**config.mk**
```make
export PLATFORM = sky130hd
export DESIGN_NAME = uart_tx_param_flat
export DESIGN_NICKNAME = d
export VERILOG_FILES = /design/src/rtl/uart_tx_param_if.sv /design/src/rtl/uart_tx_param.sv /design/src/flat_wrapper.sv
export SDC_FILE = /design/constraint.sdc
export NUM_CORES = 1
export LEC_CHECK = 0
export CORE_ASPECT_RATIO = 1.4
export CORE_UTILIZATION = 50
export CTS_BUF_LIST = sky130_fd_sc_hd__clkbuf_16
export DETAILED_ROUTE_END_ITERATION = 8
export HOLD_SLACK_MARGIN = 0.03
export PLACE_DENSITY_LB_ADDON = 0.25
export REMOVE_ABC_BUFFERS = 1
export SLEW_MARGIN = 20
export SYNTH_ARGS = -nofsm -noshare
export SYNTH_HDL_FRONTEND = slang
export SYNTH_SLANG_ARGS = --single-unit
```
**constraint.sdc**
```tcl
create_clock -name clk_i -period 3.32 [get_ports clk_i]
set_input_delay 0.664 -clock clk_i [delete_from_list [all_inputs] [get_ports clk_i]]
set_output_delay 0.664 -clock clk_i [all_outputs]
set_load 0.02 [all_outputs]
```
**src/rtl/uart_tx_param_if.sv**
```systemverilog
// Handshake and serial-line bundle for uart_tx_param.
//   data_i  : word to send (DATA_BITS wide), sampled on accept
//   valid_i : source has a word on data_i
//   ready_o : transmitter idle; accept = valid_i & ready_o at posedge
//   tx_o    : serial line, idle high
//   busy_o  : frame in progress (= ~ready_o)
//   done_o  : one-cycle pulse in the cycle the transmitter returns to idle
// slave modport faces the transmitter, master modport faces the source.
interface uart_tx_param_if #(
  parameter int DATA_BITS = 8
);
  logic [DATA_BITS-1:0] data_i;
  logic                 valid_i;
  logic                 ready_o;
  logic                 tx_o;
  logic                 busy_o;
  logic                 done_o;

  modport slave (
    input  data_i, valid_i,
    output ready_o, tx_o, busy_o, done_o
  );

  modport master (
    output data_i, valid_i,
    input  ready_o, tx_o, busy_o, done_o
  );
endinterface

```
**src/rtl/uart_tx_param.sv**
```systemverilog
// Parametrised UART transmitter.
// Serialises one word per valid/ready handshake into an async frame:
// start bit, DATA_BITS data bits LSB-first, optional parity bit, then
// STOP_BITS stop bits. Single clock domain, synchronous active-high reset.
// Ports:
//   clk_i   : system clock, rising edge
//   reset_i : synchronous active-high reset, aborts any frame in flight
//   bus     : uart_tx_param_if slave (data_i, valid_i, ready_o, tx_o,
//             busy_o, done_o)
//
// state    | meaning
// ---------+---------------------------------------------------------
// S_IDLE   | line high, ready for a word
// S_START  | start bit (line low) for CLKS_PER_BIT cycles
// S_DATA   | data bits LSB-first, one per CLKS_PER_BIT cycles
// S_PARITY | parity bit (only reachable when PARITY_EN != 0)
// S_STOP   | line high for STOP_BITS bit periods, then back to idle
module uart_tx_param #(
  parameter int DATA_BITS    = 8,
  parameter int CLKS_PER_BIT = 16,
  parameter int PARITY_EN    = 0,
  parameter int PARITY_ODD   = 0,
  parameter int STOP_BITS    = 1
) (
  input  logic          clk_i,
  input  logic          reset_i,
  uart_tx_param_if.slave bus
);

  localparam int BAUD_W = $clog2(CLKS_PER_BIT + 1);
  localparam int BIT_W  = $clog2(DATA_BITS + 1);

  localparam logic [BAUD_W-1:0] BAUD_LAST = BAUD_W'(CLKS_PER_BIT - 1);
  localparam logic [BIT_W-1:0]  DATA_LAST = BIT_W'(DATA_BITS - 1);
  localparam logic [BIT_W-1:0]  STOP_LAST = BIT_W'(STOP_BITS - 1);

  typedef enum logic [2:0] {
    S_IDLE,
    S_START,
    S_DATA,
    S_PARITY,
    S_STOP
  } state_t;

  state_t                 r_state;
  logic [BAUD_W-1:0]      r_baud;
  logic [BIT_W-1:0]       r_bit;
  logic [DATA_BITS-1:0]   r_shift;
  logic                   r_par;
  logic                   r_tx;
  logic                   r_done;

  state_t                 w_state_n;
  logic [BAUD_W-1:0]      w_baud_n;
  logic [BIT_W-1:0]       w_bit_n;
  logic [DATA_BITS-1:0]   w_shift_n;
  logic                   w_par_n;
  logic                   w_tx_n;
  logic                   w_done_n;
  logic                   w_bit_end;

  assign w_bit_end = (r_baud == BAUD_LAST);

  always_comb begin
    w_state_n = r_state;
    w_baud_n  = r_baud;
    w_bit_n   = r_bit;
    w_shift_n = r_shift;
    w_par_n   = r_par;
    w_done_n  = 1'b0;

    unique case (r_state)
      S_IDLE: begin
        if (bus.valid_i) begin
          w_shift_n = bus.data_i;
          w_par_n   = (PARITY_ODD != 0) ? ~^bus.data_i : ^bus.data_i;
          w_baud_n  = '0;
          w_bit_n   = '0;
          w_state_n = S_START;
        end
      end
      S_START: begin
        if (w_bit_end) begin
          w_baud_n  = '0;
          w_bit_n   = '0;
          w_state_n = S_DATA;
        end else begin
          w_baud_n = r_baud + BAUD_W'(1);
        end
      end
      S_DATA: begin
        if (w_bit_end) begin
          w_baud_n  = '0;
          w_shift_n = r_shift >> 1;
          if (r_bit == DATA_LAST) begin
            w_bit_n   = '0;
            w_state_n = (PARITY_EN != 0) ? S_PARITY : S_STOP;
          end else begin
            w_bit_n = r_bit + BIT_W'(1);
          end
        end else begin
          w_baud_n = r_baud + BAUD_W'(1);
        end
      end
      S_PARITY: begin
        if (w_bit_end) begin
          w_baud_n  = '0;
          w_bit_n   = '0;
          w_state_n = S_STOP;
        end else begin
          w_baud_n = r_baud + BAUD_W'(1);
        end
      end
      S_STOP: begin
        if (w_bit_end) begin
          w_baud_n = '0;
          if (r_bit == STOP_LAST) begin
            w_bit_n   = '0;
            w_state_n = S_IDLE;
            w_done_n  = 1'b1;
          end else begin
            w_bit_n = r_bit + BIT_W'(1);
          end
        end else begin
          w_baud_n = r_baud + BAUD_W'(1);
        end
      end
      default: begin
        w_state_n = S_IDLE;
      end
    endcase

    // Line level is derived from the next state so tx_o comes straight
    // from a flop and stays high across the stop -> idle boundary.
    unique case (w_state_n)
      S_START:  w_tx_n = 1'b0;
      S_DATA:   w_tx_n = w_shift_n[0];
      S_PARITY: w_tx_n = w_par_n;
      default:  w_tx_n = 1'b1;
    endcase
  end

  always_ff @(posedge clk_i) begin
    if (reset_i) begin
      r_state <= S_IDLE;
      r_baud  <= '0;
      r_bit   <= '0;
      r_shift <= '0;
      r_par   <= 1'b0;
      r_tx    <= 1'b1;
      r_done  <= 1'b0;
    end else begin
      r_state <= w_state_n;
      r_baud  <= w_baud_n;
      r_bit   <= w_bit_n;
      r_shift <= w_shift_n;
      r_par   <= w_par_n;
      r_tx    <= w_tx_n;
      r_done  <= w_done_n;
    end
  end

  assign bus.ready_o = (r_state == S_IDLE);
  assign bus.busy_o  = (r_state != S_IDLE);
  assign bus.tx_o    = r_tx;
  assign bus.done_o  = r_done;

endmodule

```
**src/flat_wrapper.sv**
```systemverilog
// flat-port wrapper written by rule: the top's interface ports become plain ports
module uart_tx_param_flat 
#(
  parameter int DATA_BITS    = 8,
  parameter int CLKS_PER_BIT = 16,
  parameter int PARITY_EN    = 0,
  parameter int PARITY_ODD   = 0,
  parameter int STOP_BITS    = 1
)
  (clk_i, reset_i, bus_data_i, bus_valid_i, bus_ready_o, bus_tx_o, bus_busy_o, bus_done_o);
  uart_tx_param_if #(.DATA_BITS(DATA_BITS)) bus_i ();
  input  logic clk_i;
  input  logic reset_i;
  input wire logic [$bits(bus_i.data_i)-1:0] bus_data_i;
  input wire logic [$bits(bus_i.valid_i)-1:0] bus_valid_i;
  output wire logic [$bits(bus_i.ready_o)-1:0] bus_ready_o;
  output wire logic [$bits(bus_i.tx_o)-1:0] bus_tx_o;
  output wire logic [$bits(bus_i.busy_o)-1:0] bus_busy_o;
  output wire logic [$bits(bus_i.done_o)-1:0] bus_done_o;
  assign bus_i.data_i = bus_data_i;
  assign bus_i.valid_i = bus_valid_i;
  assign bus_ready_o = bus_i.ready_o;
  assign bus_tx_o = bus_i.tx_o;
  assign bus_busy_o = bus_i.busy_o;
  assign bus_done_o = bus_i.done_o;
  uart_tx_param #(.DATA_BITS(DATA_BITS), .CLKS_PER_BIT(CLKS_PER_BIT), .PARITY_EN(PARITY_EN), .PARITY_ODD(PARITY_ODD), .STOP_BITS(STOP_BITS)) u_core (.clk_i(clk_i), .reset_i(reset_i), .bus(bus_i));
endmodule
```
# Yosys cells after proc, flatten, opt, wreduce, memory -nomap -nowiden
# Cells that the tools add are included.
[word_totals]
regBits = 23
input_bits = 11
output_inout_bits = 4
word_cells = 63
[op_classes]
addsub = 2
eq_ne = 13
n_mux = 25
bitwise = 2
reduce_logical = 13
[op_table]
columns = ["op", "count"]
rows = [
  ["$mux W4", 6],
  ["$mux W3", 7],
  ["$mux W8", 2],
  ["$pmux W4 S4", 1],
  ["$pmux W8 S2", 1],
  ["$pmux W3 S5", 1],
  ["$eq A3 B2 Y1 const B", 4],
  ["$mux W5", 2],
  ["$pmux W5 S2", 1],
  ["$reduce_xor A8 Y1", 1],
  ["$eq A3 B1 Y1 const B", 2],
  ["$ne A2 B1 Y1 const B", 3],
  ["$add A5 B1 Y5 const B", 1],
  ["$eq A5 B4 Y1 const B", 1],
  ["$reduce_and A5 Y1", 1],
  ["$add A4 B1 Y4 const B", 1],
  ["$eq A4 B3 Y1 const B", 1],
  ["$logic_not A4 Y1", 1],
  ["$reduce_bool A2 Y1", 2],
  ["$reduce_bool A4 Y1", 1],
  ["$reduce_or A4 Y1", 1],
  ["$eq A3 B3 Y1 const B", 1],
  ["$logic_not A3 Y1", 1],
  ["$mux W1", 3],
  ["other kinds (8)", 9],
]

# Depth between registers and ports, before layout
[logic_depth]
ltp_word = 6
depth_mapped = 7
mapped_depth_nobuf = 7

# Least setup slack after synthesis
# No wires, ideal clock.
[synth_path]
path_type = "input to register"
startpoint = "in bus_valid_i"
endpoint = "reg u_core.r_bit[3]"
setup_time_ns = 0.071
arrival_ns = 1.717
required_ns = 3.249
path_slack_ns = 1.533
cell_stages = 4
n_path_buf = 0
cell_sequence = "nor4b_4 > a31oi_2 > or4_1 > a21oi_1"
[synth_via]
elab_chain_len = 2
[synth_rtl]
columns = ["item", "line", "text"]
rows = [
  ["start, declared", "flat_wrapper.sv:15", "input wire logic [$bits(bus_i.valid_i)-1:0] bus_valid_i;"],
  ["$ne A2 B2 Y1 (no source line)", "-", ""],
  ["$reduce_and A5 Y1 (no source line)", "-", ""],
  ["end signal, assigned", "uart_tx_param.sv:155", "r_bit <= w_bit_n;"],
  ["end, declared", "uart_tx_param.sv:47", "logic [BIT_W-1:0] r_bit;"],
]
# Every way passes these cells.
# A chain may end at the register's enable or synchronous reset.

# Final worst setup path
[layout_path]
startpoint = "reg u_core.r_state[0]"
endpoint = "out bus_ready_o"
[layout_via]
elab_chain_len = 1
[layout_rtl]
columns = ["item", "line", "text"]
rows = [
  ["start, declared", "uart_tx_param.sv:45", "state_t r_state;"],
  ["start signal, assigned", "uart_tx_param.sv:153", "r_state <= w_state_n;"],
  ["$logic_not A3 Y1", "uart_tx_param.sv:163", "assign bus.ready_o = (r_state == S_IDLE);"],
  ["end, declared", "flat_wrapper.sv:16", "output wire logic [$bits(bus_i.ready_o)-1:0] bus_ready_o;"],
]
# Every way passes these cells.

==> results.md <==
- Status: finished clean
- Core Util, Final: 63.51%
- H-tree depth: 1
- Clk pin slew, worst setup/hold paths: 0.06 ns
- Register area share after synthesis: 39.96%
- Syn Inst Count: 136
- Lkg Pwr: 0.4888 nW
- Cell variety after synth: 37
- Placeable Area: 2177 um^2
- Flops & latches, synth: 23
- Area post-placement: 1303 um^2
- Area share of the leading cell type in the synthesized netlist: 39.96%
- Clock buffer depth: 2
- Num CTS Buffers: 3
- Initial antenna violation count: 0
- Pin count of the biggest net entering global routing: 24
- MaxCap Viol Count: 0
- Most frequent cell after synthesis: dfxtp_1
- Total Power: 0.6638 mW
- Skew-Pair Late Insertion Delay: 0.26 ns
- Crit start category: flip-flop
- Switch share: 24.62%
- Cell taking the most area after synthesis: dfxtp_1
- Detail Route Antenna Nets: 0
- Fraction of registers with async set/reset: 0%
- Final hold violations: 0
- Post-synth EDFFs: 0
- Post-Syn Area: 1152 um^2
- Fin crit period: 2.501 ns
- Max-slew headroom: 44.23%
- Drt initial violations: 21
- P per Cell Area: 480.1 nW/um^2
- Syn-to-layout area delta: 19.98%
- PortBufs: 14
- Period utilization: 75.33%
- Top FF cell, synth: dfxtp_1
- Layout Skew: 0.002102 ns
- Vias per inst: 6.053
- Die Area: 2503 um^2
- Highest clock rate: 399.9 MHz
- Final setup fails: 0
- Sink Count: 23
- R2r setup slk: 1.40 ns
- Sum Neg Setup Slack: 0 ns
- CP Class: reg2out
- Yosys warns: 0
- Count of hold-fix buffers inserted at cts: 0
- Layout cells sized above 1: 6.040%
- Combinational group share of total power: 15.0%
- Clock network fraction of total power: 39.7%
- Worst endpoint required time: 2.66 ns
- DRT Pass-1 Iters: 4
- Net switching power: 0.1634 mW
- Dpl hpwl: 1852 um
- Final net count: 164
- Actual slew at the worst max-slew pin: 0.8339 ns
- Setup Fix Bufs, Post-CTS: 0
- Int Power: 0.5004 mW
- Clk root buf: clkbuf_16
- First-pass GRT wire length: 4298 um
- Sequential share of power: 45.2%
- Die width: 42.58 um
- Initial core utilization: 52.93%
- Post-CTS sizing: 0
- Die Height: 58.80 um
- Antenna Cells: 0
- Wire per inst: 14.28 um
- RSZ-0062 raised after global routing: no
- Io pins: 15
- Maximum vdd ir drop: 292.3 uV
- Post-Layout Inst Area: 1383 um^2
- Gr usage total: 22.70%
- Synth top cells by count: 23 x dfxtp_1, 14 x a21oi_1, 14 x nor2_1, 12 x nand2_1, 7 x xnor2_1
- CP Max Fanout: 7
- Top post-synthesis cells by area: dfxtp_1 40%, a21oi_1 6.1%, xnor2_1 5.3%
- Drt total wl: 2442 um
- # rows: 20
- Max-slew violations: 0
- Avg Inst Size Synth: 8.473 um^2
- Via count: 1035
- CP Capture Type: output pin
- Gpl congestion: 0.8363
- Number of global-route vias before repair: 998
- Grt ovf: 0
- Critical Path AT: 1.84 ns
- Hold/Removal Path Class: reg2reg
- Residual DRC count: 0
- CTS tree: built
[area by class of cell]
class | count | area [um^2]
repair buffers | 15 | 147.6
flip-flops and latches | 23 | 460.4
multi-input cells | 103 | 651.9
fillers | 199 | 794.5
well taps | 22 | 27.53
inverters | 4 | 15.01
clock buffers | 3 | 75.07
clock inverters | 1 | 5.005
[power groups by stage]
| stage | Sequential, mW | Clock [mW] | Combinational (mW) |
|---|---|---|---|
| 5_1_grt | 0.302 | 0.273 | 0.109 |
| 3_5_place_dp | 0.306 | 0 | 0.0998 |
| 3_3_place_gp | 0.306 | 0 | 0.0962 |
| 4_1_cts | 0.300 | 0.264 | 0.100 |
| 2_1_floorplan | 0.305 | 0 | 0.0588 |
| 6_report | 0.300 | 0.264 | 0.0997 |
[kinds of logic (layout without fill, tap and decap cells)]
group                      count (synthesis)  count (layout)  share of synthesized area (%)
and+or+nand+nor                           57              57                          27.80
buffers and inverters                     10              23                          3.474
DFF                                       23              23                          39.96
xor gates and xnor gates                   8               8                          6.081
adders and majority gates                  3               3                          3.258
AOI/OAI and AO/OA                         35              35                          19.44
[per-layer routing]
metal  part of all wire (%)  wire length, um  up-vias  track usage [%]
met4                    2.0               48        0            9.821
met5                      0                0        -                0
li1                       -                -      514                -
met1                     40              972      495            24.13
met3                    2.9               71        5            2.761
met2                     55             1349       21            43.96
[path summary, 6_finish.rpt]
path	start	end	cells after the start
max	u_core.r_state[0]	bus_ready_o	3
min reg2reg	u_core.r_baud[4]	u_core.r_baud[4]	2
max reg2reg	u_core.r_baud[0]	u_core.r_bit[3]	5
min	u_core.r_baud[4]	u_core.r_baud[4]	2
[state kept, by name, summed over array words and instances (netlist names)]
register           flops
u_core.r_shift         8
u_core.r_baud          5
u_core.r_bit           4
u_core.r_state         3
u_core.bus.done_o      1
u_core.bus.tx_o        1
u_core.r_par           1
[critical path, stage by stage, from the launching register on]
cell	delay [ns]
dfxtp_1	0.40
or3_1	0.49
inv_1	0.10
clkdlybuf4s50_1	0.60
[cell usage in the layout (no fill, tap or decap), drive strengths merged, types with 2 or more instances in the layout]
cell type      instances
dfxtp                 23
nor2                  14
a21oi                 14
clkdlybuf4s50         14
nand2                 12
xnor2                  7
a22oi                  6
nor3                   5
nand3                  5
o21ai                  5
inv                    4
nor2b                  4
a31oi                  4
and2                   3
ha                     3
clkbuf                 3
nand3b                 2
nor4                   2
nor3b                  2
[per-stage QoR]
step	cells	setup WS (ns)	hold WS [ns]
5_1_grt	171	0.7408	0.4771
6_report	171	0.8192	0.4522
3_5_place_dp	167	0.7740	0.4503
4_1_cts	171	0.8159	0.4585
2_1_floorplan	130	1.300	0.4191
3_3_place_gp	167	0.8662	0.4291
Power figures use the tool's default switching activity.
==> RTL change 1, RTL diff (same flow settings) <==
`DATA_BITS` is set to 8 in 3 places; all go to 16.
--- a/src/rtl/uart_tx_param_if.sv
+++ b/src/rtl/uart_tx_param_if.sv
@@ -7,7 +7,7 @@
 //   done_o  : one-cycle pulse in the cycle the transmitter returns to idle
 // slave modport faces the transmitter, master modport faces the source.
 interface uart_tx_param_if #(
-  parameter int DATA_BITS = 8
+  parameter int DATA_BITS = 16
 );
   logic [DATA_BITS-1:0] data_i;
   logic                 valid_i;
--- a/src/rtl/uart_tx_param.sv
+++ b/src/rtl/uart_tx_param.sv
@@ -16,7 +16,7 @@
 // S_PARITY | parity bit (only reachable when PARITY_EN != 0)
 // S_STOP   | line high for STOP_BITS bit periods, then back to idle
 module uart_tx_param #(
-  parameter int DATA_BITS    = 8,
+  parameter int DATA_BITS    = 16,
   parameter int CLKS_PER_BIT = 16,
   parameter int PARITY_EN    = 0,
   parameter int PARITY_ODD   = 0,
--- a/src/flat_wrapper.sv
+++ b/src/flat_wrapper.sv
@@ -1,7 +1,7 @@
 // flat-port wrapper written by rule: the top's interface ports become plain ports
 module uart_tx_param_flat 
 #(
-  parameter int DATA_BITS    = 8,
+  parameter int DATA_BITS    = 16,
   parameter int CLKS_PER_BIT = 16,
   parameter int PARITY_EN    = 0,
   parameter int PARITY_ODD   = 0,
Ports: changed (resized bus_data_i); port bits go from 15 to 23. No check against the original RTL was run, so the function may have changed too.
==> RTL change 1 against the unedited design <==
  * Cell area grew 45%
  * Routed wire length grew 51%
  * Worst setup slack lost 0.12 ns
  * Area after synthesis grew 42%
  * Largest cell class unchanged
  * Highest routed layer unchanged
  * Sequential cell count grew 9
  * Total power grew 48%
  * Synthesized cell count grew 38%
  * First-iteration DRC count grew to 6.6 times the old value
==> RTL change 1: results (changes against the unedited design) <==
=================================================================================
Fill cells                                                                    279   was 199
Clock tree skew after final layout                                     0.00291 ns   was 0.00210 ns
M3 GR Usage                                                                 5.48%   was 2.76%
Multi-input gates                                                             134   was 103
Outcome                                                                 completed   unchanged
GRT Util Overall                                                            22.6%   was 22.7%
Final clock-cell share                                                      6.81%   was 5.79%
Vias/cell                                                                    6.19   was 6.05
Leading post-synthesis cells by cell area                            dfxtp_1 39%, a222oi_1 7.9%, xnor2_1 6.9%   was dfxtp_1 40%, a21oi_1 6.1%, xnor2_1 5.3%
Most instantiated cells after synthesis                              32 x dfxtp_1, 28 x nor2_1, 13 x a222oi_1, 13 x xnor2_1, 10 x clkbuf_1   was 23 x dfxtp_1, 14 x a21oi_1, 14 x nor2_1
Final-layout worst hold slack                                            0.477 ns   was 0.452 ns
R2r setup slk                                                             1.13 ns   was 1.40 ns
Highest ir drop seen on vdd                                            0.000408 V   was 0.000292 V
Number of nets in the layout                                                  230   was 164
Sequential power                                                       0.000419 W   was 0.000300 W
Flip-flop and latch count                                                      32   was 23
Drt initial violations                                                        138   was 21
Global-route met2 utilization                                               40.6%   was 44.0%
Non-clock buffer count in the final layout                                     25   was 15
Standby leakage power                                                    0.743 nW   was 0.489 nW
Maximum number of pins on one net before global-route repair                   22   was 24
Fraction of final layout cells with drive strength greater than 1           4.35%   was 6.04%
Routed wl met2                                                            1940 um   was 1350 um
Source-to-sink clock delay at the later pin of the worst-skew pair        0.28 ns   was 0.26 ns
Clock buffer count from CTS                                                     5   was 3
Clock group total power                                                0.000421 W   was 0.000264 W
Multiplexer share of the synthesized area                                  0.611%   was 0%
Number of cells in the design after placement                                 238   was 167
=================================================================================
-- RTL change 1: worst paths after layout --
check | start | to | cells past startpoint
max | u_core.r_state[0] | bus_ready_o | 3
min | u_core.r_baud[4] | u_core.r_baud[4] | 2
max reg2reg | u_core.r_baud[0] | u_core.bus.tx_o | 6
min reg2reg | u_core.r_baud[4] | u_core.r_baud[4] | 2
-- RTL change 1: worst reg2reg max path: stages, from the launching register on --
cell,delay (ns)
dfxtp_1,0.41
ha_1,0.24
nand4b_1,0.38
mux2i_1,0.22
o311ai_0,0.49
o221ai_1,0.24
o211ai_1,0.12
-- RTL change 1: metrics by stage --
| stage | utilization, % | power [W] | setup WS [ns] |
|---|---|---|---|
| 2_1_floorplan | - | 0.000511 | 0.661 |
| 3_3_place_gp | 59.8 | 0.000564 | 0.972 |
| 3_5_place_dp | 59.8 | 0.000571 | 0.920 |
| 4_1_cts | 64.1 | 0.000990 | 0.701 |
| 5_1_grt | 64.1 | 0.00102 | 0.636 |
| 6_report | 64.1 | 0.000985 | 0.699 |
==> RTL change 2, RTL diff (same settings) <==
Without the edit above. Take the reset off `r_shift` and load it in a clocked block of its own.
--- a/src/rtl/uart_tx_param.sv
+++ b/src/rtl/uart_tx_param.sv
@@ -145,7 +145,6 @@
       r_state <= S_IDLE;
       r_baud  <= '0;
       r_bit   <= '0;
-      r_shift <= '0;
       r_par   <= 1'b0;
       r_tx    <= 1'b1;
       r_done  <= 1'b0;
@@ -153,11 +152,14 @@
       r_state <= w_state_n;
       r_baud  <= w_baud_n;
       r_bit   <= w_bit_n;
-      r_shift <= w_shift_n;
       r_par   <= w_par_n;
       r_tx    <= w_tx_n;
       r_done  <= w_done_n;
     end
+  end
+
+  always_ff @(posedge clk_i) begin
+    r_shift <= w_shift_n;
   end
 
   assign bus.ready_o = (r_state == S_IDLE);
Formal check against the unedited RTL: no difference found for any inputs over 10 cycles, from zero or initial values and one cycle with reset_i high; that may be too few to reach the edited logic, so the function may still have changed.
==> RTL change 2 against the unedited design <==
  * The run now ends with DRC left
  * Cell area is 3.9% higher
  * Sequential cell count stayed put
  * Critical path depth stayed put
  * Worst setup slack worse by 0.062 ns
  * Non-clock buffer count is 1 higher
  * Total power is 0.23% higher
  * Largest power group unchanged
  * Routed wire length is 4.2% higher
  * Maximum frequency is 2.4% lower
  * Synthesized cell count is 11% lower
  * Global-route usage is 0.29 points higher
  * Area after synthesis is 5.3% higher
  * Final cell count is 8.2% lower
  * First-iteration DRC count is 29% higher
==> RTL change 2: results (changes against the unedited design) <==
======================================================================
Outcome                                                   complete, but fails checks   was completed
Violations in the final reports                                    DRC
Standby leakage power                                         0.531 nW   was 0.489 nW
M3 GR Usage                                                      3.02%   was 2.76%
R2r endpoint                                              u_core.bus.tx_o   was u_core.r_bit[3]
Fraction of the yosys area taken by sequential cells             43.7%   was 40.0%
Adder and majority gate portion of the synthesized area          3.09%   was 3.26%
Max FO, Critical Path                                               12   was 7
Routed length on met1                                          1040 um   was 972 um
Vias/cell                                                         6.08   was 6.05
Routability Congestion                                           0.840   was 0.836
Highest ir drop seen on vdd                                 0.000308 V   was 0.000292 V
Cell variety after synth                                            40   was 37
Routed wl met2                                                 1390 um   was 1350 um
R2r setup slk                                                  1.15 ns   was 1.40 ns
Placed wire-length estimate after detailed placement           1920 um   was 1850 um
Met1 Usage GRT                                                   25.2%   was 24.1%
Clock tree skew after final layout                          0.00170 ns   was 0.00210 ns
Router iterations before antenna repair                              6   was 4
Depth of the most critical reg-to-reg path                           7   was 5
GRT Util Overall                                                 23.0%   was 22.7%
Total wire length                                              2540 um   was 2440 um
Count of unresolved DRC violations after routing                     2   was 0
Worst setup startpoint                                    u_core.r_state[1]   was u_core.r_state[0]
Sequential fraction of design power                              47.3%   was 45.2%
Compound-cell area share of the yosys netlist                    21.1%   was 19.4%
Most instantiated cells after synthesis                   16 x dfxtp_1, 9 x nor2_1, 8 x a21oi_1, 8 x xnor2_1   was 23 x dfxtp_1, 14 x a21oi_1, 14 x nor2_1
Global-route wire length before repair                         4440 um   was 4300 um
Overall power                                               0.000665 W   was 0.000664 W
Gate Count Post-Synth                                              121   was 136
Met3 wire length                                                 91 um   was 71 um
Leading post-synthesis cells by cell area                 dfxtp_1 26%, edfxtp_1 17%, xnor2_1 5.8%   was dfxtp_1 40%, a21oi_1 6.1%, xnor2_1 5.3%
======================================================================
RTL change 2: cell count changes after synthesis, moves of 4 or more:
| cell | before | now |
|---|---|---|
| a21oi_1 | 14 | 8 |
| a22o_1 | 0 | 6 |
| dfxtp_1 | 23 | 16 |
| edfxtp_1 | 0 | 7 |
| nand2_1 | 12 | 5 |
| nor2_1 | 14 | 9 |
| nor3_1 | 5 | 1 |
RTL change 2: worst min path at each step:
stage	endpoint	slack, ns	depth (start not counted)	from
floorplan	u_core.r_shift[0]	0.42	2	u_core.r_shift[0]
global placement	u_core.r_shift[0]	0.44	2	u_core.r_shift[0]
detailed placement	u_core.r_shift[0]	0.45	2	u_core.r_shift[0]
CTS	u_core.r_shift[0]	0.47	2	u_core.r_shift[0]
global route	u_core.r_baud[4]	0.50	2	u_core.r_baud[4]
finish	u_core.r_baud[4]	0.47	2	u_core.r_baud[4]
RTL change 2: metrics by stage:
| step | util (%) | instance area (um2) | setup slack [ns] |
|---|---|---|---|
| after floorplan | - | 1170 | 1.28 |
| after global placement | 60.9 | 1360 | 0.864 |
| after detailed placement | 60.9 | 1360 | 0.841 |
| after CTS | 64.5 | 1440 | 0.767 |
| after global routing | 64.5 | 1440 | 0.698 |
| final | 64.5 | 1440 | 0.758 |
RTL change 2: area by class of cell:
class	instances	area share, %
Clock inverter	1	0.348
Multi-Input combinational cell	85	42.9
Clock buffer	3	5.23
Inverter	7	1.83
Tap cell	22	1.92
Timing Repair Buffer	16	10.8
Sequential cell	23	36.9
RTL change 2: worst max-delay path: cells and delay by family (launching register included):
| kind | cells | cell delay [ns] |
|---|---|---|
| AND/OR/NAND/NOR | 1 | 0.48 |
| flip-flops | 1 | 0.43 |
| buffers and inverters | 2 | 0.74 |
